**src/rtl/sha_mainloop.sv**
```systemverilog
// sha_mainloop: SHA-256 compression of one pre-padded 512-bit block.
// Uses the FIPS 180-4 initial hash values and runs once after reset is released.
// The message schedule is produced on the fly by a 16-word sliding window, one round per clock.
// Optional debug build: define SHA_MAINLOOP_DEBUG_EN to add the round_idx and state_o outputs
// and a per-round trace in simulation.
module sha_mainloop #(
  parameter int ROUNDS = 64
) (
  input  logic         clk,
  input  logic         rst,
  input  logic [511:0] padded,
  output logic [255:0] digest,
  output logic         done
`ifdef SHA_MAINLOOP_DEBUG_EN
  ,
  output logic [6:0]   round_idx,
  output logic [2:0]   state_o
`endif
);

  typedef enum logic [2:0] {
    IDLE  = 3'd0,
    LOAD  = 3'd1,
    ROUND = 3'd2,
    FINAL = 3'd3,
    DONE  = 3'd4
  } state_e;

  localparam logic [6:0] LAST_T = 7'(ROUNDS - 1);

  localparam logic [31:0] HINIT [8] = '{
    32'h6a09e667, 32'hbb67ae85, 32'h3c6ef372, 32'ha54ff53a,
    32'h510e527f, 32'h9b05688c, 32'h1f83d9ab, 32'h5be0cd19
  };

  localparam logic [31:0] K [64] = '{
    32'h428a2f98, 32'h71374491, 32'hb5c0fbcf, 32'he9b5dba5,
    32'h3956c25b, 32'h59f111f1, 32'h923f82a4, 32'hab1c5ed5,
    32'hd807aa98, 32'h12835b01, 32'h243185be, 32'h550c7dc3,
    32'h72be5d74, 32'h80deb1fe, 32'h9bdc06a7, 32'hc19bf174,
    32'he49b69c1, 32'hefbe4786, 32'h0fc19dc6, 32'h240ca1cc,
    32'h2de92c6f, 32'h4a7484aa, 32'h5cb0a9dc, 32'h76f988da,
    32'h983e5152, 32'ha831c66d, 32'hb00327c8, 32'hbf597fc7,
    32'hc6e00bf3, 32'hd5a79147, 32'h06ca6351, 32'h14292967,
    32'h27b70a85, 32'h2e1b2138, 32'h4d2c6dfc, 32'h53380d13,
    32'h650a7354, 32'h766a0abb, 32'h81c2c92e, 32'h92722c85,
    32'ha2bfe8a1, 32'ha81a664b, 32'hc24b8b70, 32'hc76c51a3,
    32'hd192e819, 32'hd6990624, 32'hf40e3585, 32'h106aa070,
    32'h19a4c116, 32'h1e376c08, 32'h2748774c, 32'h34b0bcb5,
    32'h391c0cb3, 32'h4ed8aa4a, 32'h5b9cca4f, 32'h682e6ff3,
    32'h748f82ee, 32'h78a5636f, 32'h84c87814, 32'h8cc70208,
    32'h90befffa, 32'ha4506ceb, 32'hbef9a3f7, 32'hc67178f2
  };

  function automatic logic [31:0] rotr(input logic [31:0] x, input int n);
    return (x >> n) | (x << (32 - n));
  endfunction

  state_e       state_q;
  logic [6:0]   t_q;
  logic [31:0]  a_q, b_q, c_q, d_q, e_q, f_q, g_q, h_q;
  logic [31:0]  w_q [16];
  logic [255:0] digest_q;
  logic         done_q;

  logic [31:0]  bigSig0, bigSig1, chVal, majVal, kt;
  logic [31:0]  t1_d, t2_d, wNew_d;
  logic [255:0] digest_d;

  // Round datapath: T1/T2 for the current round, the next schedule word and the final digest sum.
  always_comb begin
    kt      = K[t_q[5:0]];
    bigSig0 = rotr(a_q, 2) ^ rotr(a_q, 13) ^ rotr(a_q, 22);
    bigSig1 = rotr(e_q, 6) ^ rotr(e_q, 11) ^ rotr(e_q, 25);
    chVal   = (e_q & f_q) ^ (~e_q & g_q);
    majVal  = (a_q & b_q) ^ (a_q & c_q) ^ (b_q & c_q);
    t1_d    = h_q + bigSig1 + chVal + kt + w_q[0];
    t2_d    = bigSig0 + majVal;
    wNew_d  = (rotr(w_q[14], 17) ^ rotr(w_q[14], 19) ^ (w_q[14] >> 10))
            + w_q[9]
            + (rotr(w_q[1], 7) ^ rotr(w_q[1], 18) ^ (w_q[1] >> 3))
            + w_q[0];
    digest_d = {HINIT[0] + a_q, HINIT[1] + b_q, HINIT[2] + c_q, HINIT[3] + d_q,
                HINIT[4] + e_q, HINIT[5] + f_q, HINIT[6] + g_q, HINIT[7] + h_q};
  end

  // Control FSM with working registers, schedule window and registered digest/done.
  // The edge leaving LOAD performs round 0, so rounds occupy edges 2..65 and FINAL lands on edge 66.
  always_ff @(posedge clk) begin
    if (!rst) begin
      state_q  <= IDLE;
      t_q      <= '0;
      done_q   <= 1'b0;
      digest_q <= '0;
      a_q <= HINIT[0]; b_q <= HINIT[1]; c_q <= HINIT[2]; d_q <= HINIT[3];
      e_q <= HINIT[4]; f_q <= HINIT[5]; g_q <= HINIT[6]; h_q <= HINIT[7];
      for (int i = 0; i < 16; i++) w_q[i] <= '0;
    end else begin
      case (state_q)
        IDLE: begin
          state_q <= LOAD;
          t_q     <= '0;
          a_q <= HINIT[0]; b_q <= HINIT[1]; c_q <= HINIT[2]; d_q <= HINIT[3];
          e_q <= HINIT[4]; f_q <= HINIT[5]; g_q <= HINIT[6]; h_q <= HINIT[7];
          for (int i = 0; i < 16; i++) w_q[i] <= padded[511 - 32*i -: 32];
        end
        LOAD, ROUND: begin
          h_q <= g_q;
          g_q <= f_q;
          f_q <= e_q;
          e_q <= d_q + t1_d;
          d_q <= c_q;
          c_q <= b_q;
          b_q <= a_q;
          a_q <= t1_d + t2_d;
          for (int i = 0; i < 15; i++) w_q[i] <= w_q[i+1];
          w_q[15] <= wNew_d;
          t_q     <= t_q + 7'd1;
          state_q <= (t_q == LAST_T) ? FINAL : ROUND;
        end
        FINAL: begin
          digest_q <= digest_d;
          done_q   <= 1'b1;
          state_q  <= DONE;
        end
        DONE: begin
          state_q <= DONE;
        end
        default: begin
          state_q <= IDLE;
        end
      endcase
    end
  end

  assign digest = digest_q;
  assign done   = done_q;

`ifdef SHA_MAINLOOP_DEBUG_EN
  assign round_idx = (state_q == ROUND) ? t_q :
                     ((state_q == FINAL) || (state_q == DONE)) ? 7'd64 : 7'd0;
  assign state_o   = state_q;

`ifndef SYNTHESIS
  // Simulation trace of the working state as each round is applied.
  always_ff @(posedge clk) begin
    if (rst && ((state_q == LOAD) || (state_q == ROUND)))
      $display("[sha_mainloop] t=%0d a=%08h e=%08h", t_q, a_q, e_q);
  end
`endif
`endif

endmodule

```
**config.mk**
```make
export PLATFORM = sky130hd
export DESIGN_NAME = sha_mainloop
export DESIGN_NICKNAME = d
export VERILOG_FILES = /design/src/rtl/sha_mainloop.sv
export SDC_FILE = /design/constraint.sdc
export NUM_CORES = 2
export LEC_CHECK = 0
export BUFFER_PORTS_ARGS = -buffer_cell sky130_fd_sc_hd__buf_2
export CORE_MARGIN = 1
export CORE_UTILIZATION = 40
export CTS_CLUSTER_DIAMETER = 200
export DETAILED_ROUTE_END_ITERATION = 8
export SETUP_SLACK_MARGIN = 0.3
export SLEW_MARGIN = 20
export SYNTH_ARGS = -nofsm -noshare
export SYNTH_HDL_FRONTEND = slang
export SYNTH_SLANG_ARGS = --single-unit
```
**constraint.sdc**
```tcl
create_clock -name clk -period 10.4 [get_ports clk]
set_clock_uncertainty 0.2 [all_clocks]
set_input_delay 0.52 -clock clk [delete_from_list [all_inputs] [get_ports clk]]
set_output_delay 0.52 -clock clk [all_outputs]
set_load 0.05 [all_outputs]
```
# Yosys cells after proc, flatten, opt, wreduce, memory -nomap -nowiden

Memories as Yosys holds them, arrays and structs flattened.
Index checks and enable logic that the tools add are counted.

Register bits: 523
Latch bits: 0
Memory bits (writable): 512
Bits in read-only memories: 2048
Input bits: 514
Output and inout port bits: 257
Logic and storage cells: 155
Memories kept: 2

$add $sub $neg: 19
$mul: 0
Div/mod/pow operators: 0
$lt $le $gt $ge: 1
Equality and inequality tests: 5
Shifts and indexed selects: 0
Muxes and demuxes: 52
Bitwise logic cells: 60
Reductions and logical operators: 4

Memories:

| memory           | words | width | read ports | clocked after Yosys merged registers in | write ports | line | RTL |
|---|---|---|---|---|---|---|---|
| (name not given) | 64    | 32    | 1          | 0                                       | 0           | 72   | `kt = K[t_q[5:0]];` |
| w_q              | 16    | 32    | 16         | 0                                       | 16          | 62   | `logic [31:0] w_q [16];` |

Operators with widths:

| operator                                                        | count |
|---|---|
| 32-bit two-way mux                                              | 34 |
| 32-bit one-hot mux with 2 select lines                          | 8 |
| 32-bit adder                                                    | 10 |
| 32-bit XOR                                                      | 9 |
| 32-bit AND                                                      | 5 |
| 31-bit by 32-bit adder with 32-bit output, first input constant | 3 |
| 32-bit adder, first input constant                              | 3 |
| 29-bit by 32-bit adder with 32-bit output, first input constant | 1 |
| 30-bit by 32-bit adder with 32-bit output, first input constant | 1 |
| 32-bit NOT                                                      | 1 |
| 1-bit bitwise OR                                                | 32 |
| 10-bit by 32-bit bitwise OR with 32-bit output                  | 1 |
| 13-bit by 32-bit bitwise OR with 32-bit output                  | 1 |
| 14-bit by 32-bit bitwise OR with 32-bit output                  | 1 |
| 15-bit by 32-bit bitwise OR with 32-bit output                  | 1 |
| 19-bit by 32-bit bitwise OR with 32-bit output                  | 1 |
| 21-bit by 32-bit bitwise OR with 32-bit output                  | 1 |
| 25-bit by 32-bit bitwise OR with 32-bit output                  | 1 |
| 26-bit by 32-bit bitwise OR with 32-bit output                  | 1 |
| 30-bit by 32-bit bitwise OR with 32-bit output                  | 1 |
| 7-bit by 32-bit bitwise OR with 32-bit output                   | 1 |
| 32-bit by 22-bit XOR with 32-bit output                         | 1 |
| 32-bit by 29-bit XOR with 32-bit output                         | 1 |
| 7-bit one-hot mux with 2 select lines                           | 1 |
| 12 further kinds                                                | 21 |

# Depth between registers and ports, before layout

Word-level depth: 9
Gate-level depth with buffers: 39
Gate-level depth less buffers: 36

# Worst setup path after synthesis

OpenSTA, ideal clock, no wires.

Path type: reg2reg
From: reg t_q[0]
To: reg a_q[30]
Library setup time: 0.132 ns
Arrival time: 8.078 ns
Required time: 10.068 ns
Path slack: 1.990 ns
Cell stages (with the launch flop): 32
Buffers on the path: 3
Period minus slack after synthesis: 8.410 ns
Cells stage by stage: dfxtp_1 > clkbuf_1 > clkinv_1 > ha_1 > clkbuf_1 > nor2b_1 > clkbuf_1 > o31ai_1 > mux4_2 > fa_1 > fa_1 > inv_1 > ha_1 > a21o_1 > a21oi_4 > o21ai_2 > a2111oi_4 > o41ai_4 > a2111oi_4 > o31ai_4 > a21o_1 > a21oi_1 > xnor2_1 > fa_1 > ha_1 > a211o_1 > or3_1 > a211oi_1 > nor3_1 > a311oi_1 > xor2_1 > a21oi_1

Longest elaborated chain between the ends: 8

RTL lines:

| item                                                   | line | RTL |
|---|---|---|
| start: declaration                                     | 60   | `logic [6:0] t_q;` |
| start signal: assignment                               | 118  | `t_q <= t_q + 7'd1;` |
| 6-bit NOT with 7-bit output (not written as such)      | 72   |  |
| memory read 64 x 32 bit                                | -    |  |
| 32-bit two-way mux (not written as such) (2 in series) | 72   |  |
| 32-bit adder (2 in series)                             | 77   | `t1_d = h_q + bigSig1 + chVal + kt + w_q[0];` |
| 32-bit adder                                           | 115  | `a_q <= t1_d + t2_d;` |
| 32-bit one-hot mux with 2 select lines                 | 99   | `case (state_q)` |
| end signal: assignment                                 | 95   | `a_q <= HINIT[0]; b_q <= HINIT[1]; c_q <= HINIT[2]; d_q <= HINIT[3];` |
| end signal: assignment                                 | 103  | `a_q <= HINIT[0]; b_q <= HINIT[1]; c_q <= HINIT[2]; d_q <= HINIT[3];` |
| end signal: assignment                                 | 115  |  |
| end: declaration                                       | 61   | `logic [31:0] a_q, b_q, c_q, d_q, e_q, f_q, g_q, h_q;` |

No other way between the ends. The select of a mux whose other input is x is not followed.
A chain may end at the register's enable or synchronous reset.

# Final worst setup path

From: reg t_q[1]
To: reg a_q[30]

The elaborated chain is that of the path after synthesis.

==> Flow_metrics.wiki <==
{| class="wikitable"
! Metric !! Value
|-
| Status || completed
|-
| Netlist area before placement || between 0.05 and 0.06 mm^2
|-
| Syn. warnings || 0
|-
| Startpoint type of the worst setup path || register
|-
| Worst Hold Class || in -> reg
|-
| Skew-Pair Late Insertion Delay || between 0.7 and 0.8 ns
|-
| Share of layout cells above drive strength 1 || ~16%
|-
| Horizontal extent of the die || around 380 um
|-
| CTS tree || yes
|-
| Final global-route overflow total || 0
|-
| Die Y || between 300 and 400 um
|-
| Fin crit share || between 80% and 90%
|-
| Count of final hold-check violations || 0
|-
| Number of placed I/O pins || 771
|-
| RSZ-0062 raised after global routing || no
|-
| Dominant register cell in the synthesized netlist || sky130_fd_sc_hd__dfxtp_1
|-
| Required time at the endpoint of the critical path || approximately 11 ns
|-
| Number of buffers added to fix hold violations after cts || between 400 and 500
|-
| Tmin final || 8.99 ns
|-
| Maximum operating frequency || approximately 110 MHz
|-
| Area growth from synthesis to final layout || 24.2%
|-
| Clk slew on worst S/H paths || roughly 0.06 ns
|-
| Port Buf Inserts || 770
|-
| Count of unresolved DRC violations after routing || 0
|-
| Final setup vio count || 0
|-
| Most common cell after layout, fill and taps aside || sky130_fd_sc_hd__nand2_1
|-
| Routability congestion estimate || 0.981
|-
| Drt pass-1 iters || 6
|-
| Post-synthesis sequential area ratio || 44.3%
|-
| Level count of the clock H-tree || 3
|-
| Pin count of the biggest net entering global routing || 250
|-
| Number of cells upsized or downsized after cts || 0
|-
| Setup fix buffers added after clock tree synthesis || 0
|-
| Clock root buffer master || sky130_fd_sc_hd__clkbuf_16
|-
| Total half-perimeter wirelength after legalization and detailed placement || approximately 170000 um
|-
| Starting density of the core || 40.5%
|-
| WP buf/inv || 3
|-
| Slowest library cell on the worst path || sky130_fd_sc_hd__fa_1
|-
| Remaining number of nets flagged by the antenna check after routing || 0
|-
| Post-Synthesis Cells || roughly 6000
|-
| Total negative setup slack || 0 ns
|-
| Clock buffer count from CTS || ~120
|-
| Flip-flop and latch count after synthesis || 1035
|-
| Post-Syn Area per Cell || a little under 10 um^2
|-
| Max-slew violation total from the final report || 0
|-
| Global-route wire length before repair || approximately 340000 um
|-
| Kind of end point of the critical path || register
|-
| Worst-path maximum fanout || 16
|-
| Standard cell core area || ~0.14 mm^2
|-
| Overall track demand over capacity in global routing || 30.7%
|-
| Die Area || ~0.15 mm^2
|-
| Setup CP Type || reg -> reg
|-
| Number of nets in the finished design || between 7000 and 8000
|-
| Number of enable-type register cells in the synthesized netlist || roughly 510
|-
| FP Rows || roughly 140
|-
| Number of global-route vias before repair || approximately 49000
|-
| Syn Nets || about 7000
|-
| CP max stage delay || 0.62 ns
|-
| Rel. slew slack || roughly 18%
|-
| Reported max-cap violation count || 0
|-
| Leading cell types in the layout, fill and taps excluded || sky130_fd_sc_hd__nand2_1 (876), sky130_fd_sc_hd__buf_2 (770), sky130_fd_sc_hd__a21oi_1 (598), sky130_fd_sc_hd__dfxtp_1 (519), sky130_fd_sc_hd__edfxtp_1 (512)
|-
| Worst-Margin Slew || 1.24 ns
|-
| Total routed wirelength || around 230000 um
|-
| Share of synthesized registers carrying an async set or reset || 0%
|-
| Crit-path leading delay family || compound AO/OA/AOI/OAI gates
|-
| Count of vias placed by the detailed router || 51492
|-
| Worst hold slack across all endpoints || roughly 0.054 ns
|-
| Reg-to-reg slack, setup || approximately 1.4 ns
|-
| Violation count after the first detailed-route iteration || between 5000 and 6000
|-
| Number of unique standard cell types used by synthesis || between 100 and 150
|-
| Critical path arrival || 9.38 ns
|-
| Via/cell ratio || 5.67
|-
| Number of clock sinks || around 1000
|-
| Average wire per standard cell || about 26 um
|-
| Maximum number of buffers from clock root to sink || 3
|-
| Number of antenna violations at the first check in global routing || 28
|}
## final timing paths
check,cells past startpoint,endpoint,from
worst max-delay path,31,a_q[30]$_SDFFE_PN1P_,t_q[1]$_SDFFE_PN0P_
worst min-delay path,3,w_q[0][228]$_SDFFCE_PN0P_,padded[260]
worst max register to register,31,a_q[30]$_SDFFE_PN1P_,t_q[1]$_SDFFE_PN0P_
worst min register to register,2,digest[37]$_SDFFE_PN0N_,digest[37]$_SDFFE_PN0N_
## registers in the layout, indices dropped and copies added (netlist names)
register and count:
a_q 32, b_q 32, c_q 32, d_q 32
digest 256, done 1, e_q 32, f_q 32
g_q 32, h_q 32, state_q 3, t_q 7
w_q 512
## layer usage
| layer | routed length [um] | vias to the layer above | global-route usage [%] |
|---|---|---|---|
| met5 | 31 | - | 0 |
| met4 | 11200 | 4 | 13.4 |
| met3 | 17900 | 423 | 4.31 |
| met2 | 107000 | 2435 | 49.4 |
| met1 | 96300 | 25079 | 41.1 |
| li1 | - | 23551 | - |
## worst min-delay path: stages
cell                      delay (ns)
sky130_fd_sc_hd__buf_2          0.10
sky130_fd_sc_hd__nand2_1        0.04
sky130_fd_sc_hd__a21oi_1        0.13
## Yosys cell counts, drive strengths merged (13+ instances only)
| cell | instances | area (um^2) |
|---|---|---|
| o22a | 90 | 788 |
| nor3 | 63 | 315 |
| edfxtp | 512 | 15400 |
| mux2 | 24 | 270 |
| mux2i | 15 | 150 |
| ha | 150 | 1880 |
| xnor2 | 386 | 3390 |
| fa | 187 | 3740 |
| a22o | 335 | 2930 |
| nand4 | 15 | 93.8 |
| nor2 | 373 | 1400 |
| dfxtp | 523 | 10500 |
| xor2 | 147 | 1290 |
| o211ai | 25 | 188 |
| o21a | 29 | 218 |
| and3 | 25 | 156 |
| nand2 | 877 | 3290 |
| nor2b | 27 | 169 |
| nand2b | 28 | 175 |
| a21o | 67 | 503 |
| or3 | 29 | 181 |
| nand3 | 71 | 355 |
| and2 | 16 | 100 |
| clkbuf | 410 | 1540 |
| a211oi | 108 | 828 |
| o21bai | 31 | 233 |
| a21oi | 602 | 3040 |
| a31oi | 36 | 225 |
| inv | 224 | 841 |
| nor4 | 13 | 87.6 |
| o31ai | 19 | 156 |
| o21ai | 294 | 1480 |
| maj3 | 22 | 220 |
| a311oi | 38 | 339 |
| or2 | 14 | 87.6 |
| buf | 39 | 169 |
## logic make-up after synthesis
logic type / share of synthesized area, %
AO/OA/AOI/OAI: 20.8
multiplexers: 0.952
flip-flops: 44.3
buffers and inverters: 4.39
AND/OR/NAND/NOR: 11.6
adder cells (fa/ha/maj): 10.0
XOR/XNOR: 8.01
## through the flow
step                cells  utilization (%)  worst slack, ns  cell area [um^2]
floorplan            6038                -             1.99             58400
global placement     8381             44.3             1.57             63900
detailed placement   8381             44.3             1.51             63900
CTS                  9060             50.3             1.47             72500
global route         9074             50.3            0.926             72500
finish               9083             50.3             1.41             72500
## final cells by class
class | count | area [um^2]
flip-flops and latches | 1035 | 25800
clock inverters | 61 | 741
multi-input cells | 4327 | 30000
repair buffers | 1354 | 9450
diodes | 23 | 57.6
well taps | 1903 | 2380
inverters | 227 | 887
fillers | 13240 | 71700
clock buffers | 153 | 3130
Power is not shown: default switching activity piles up to over one toggle a cycle in this logic, so the estimate is an artifact.
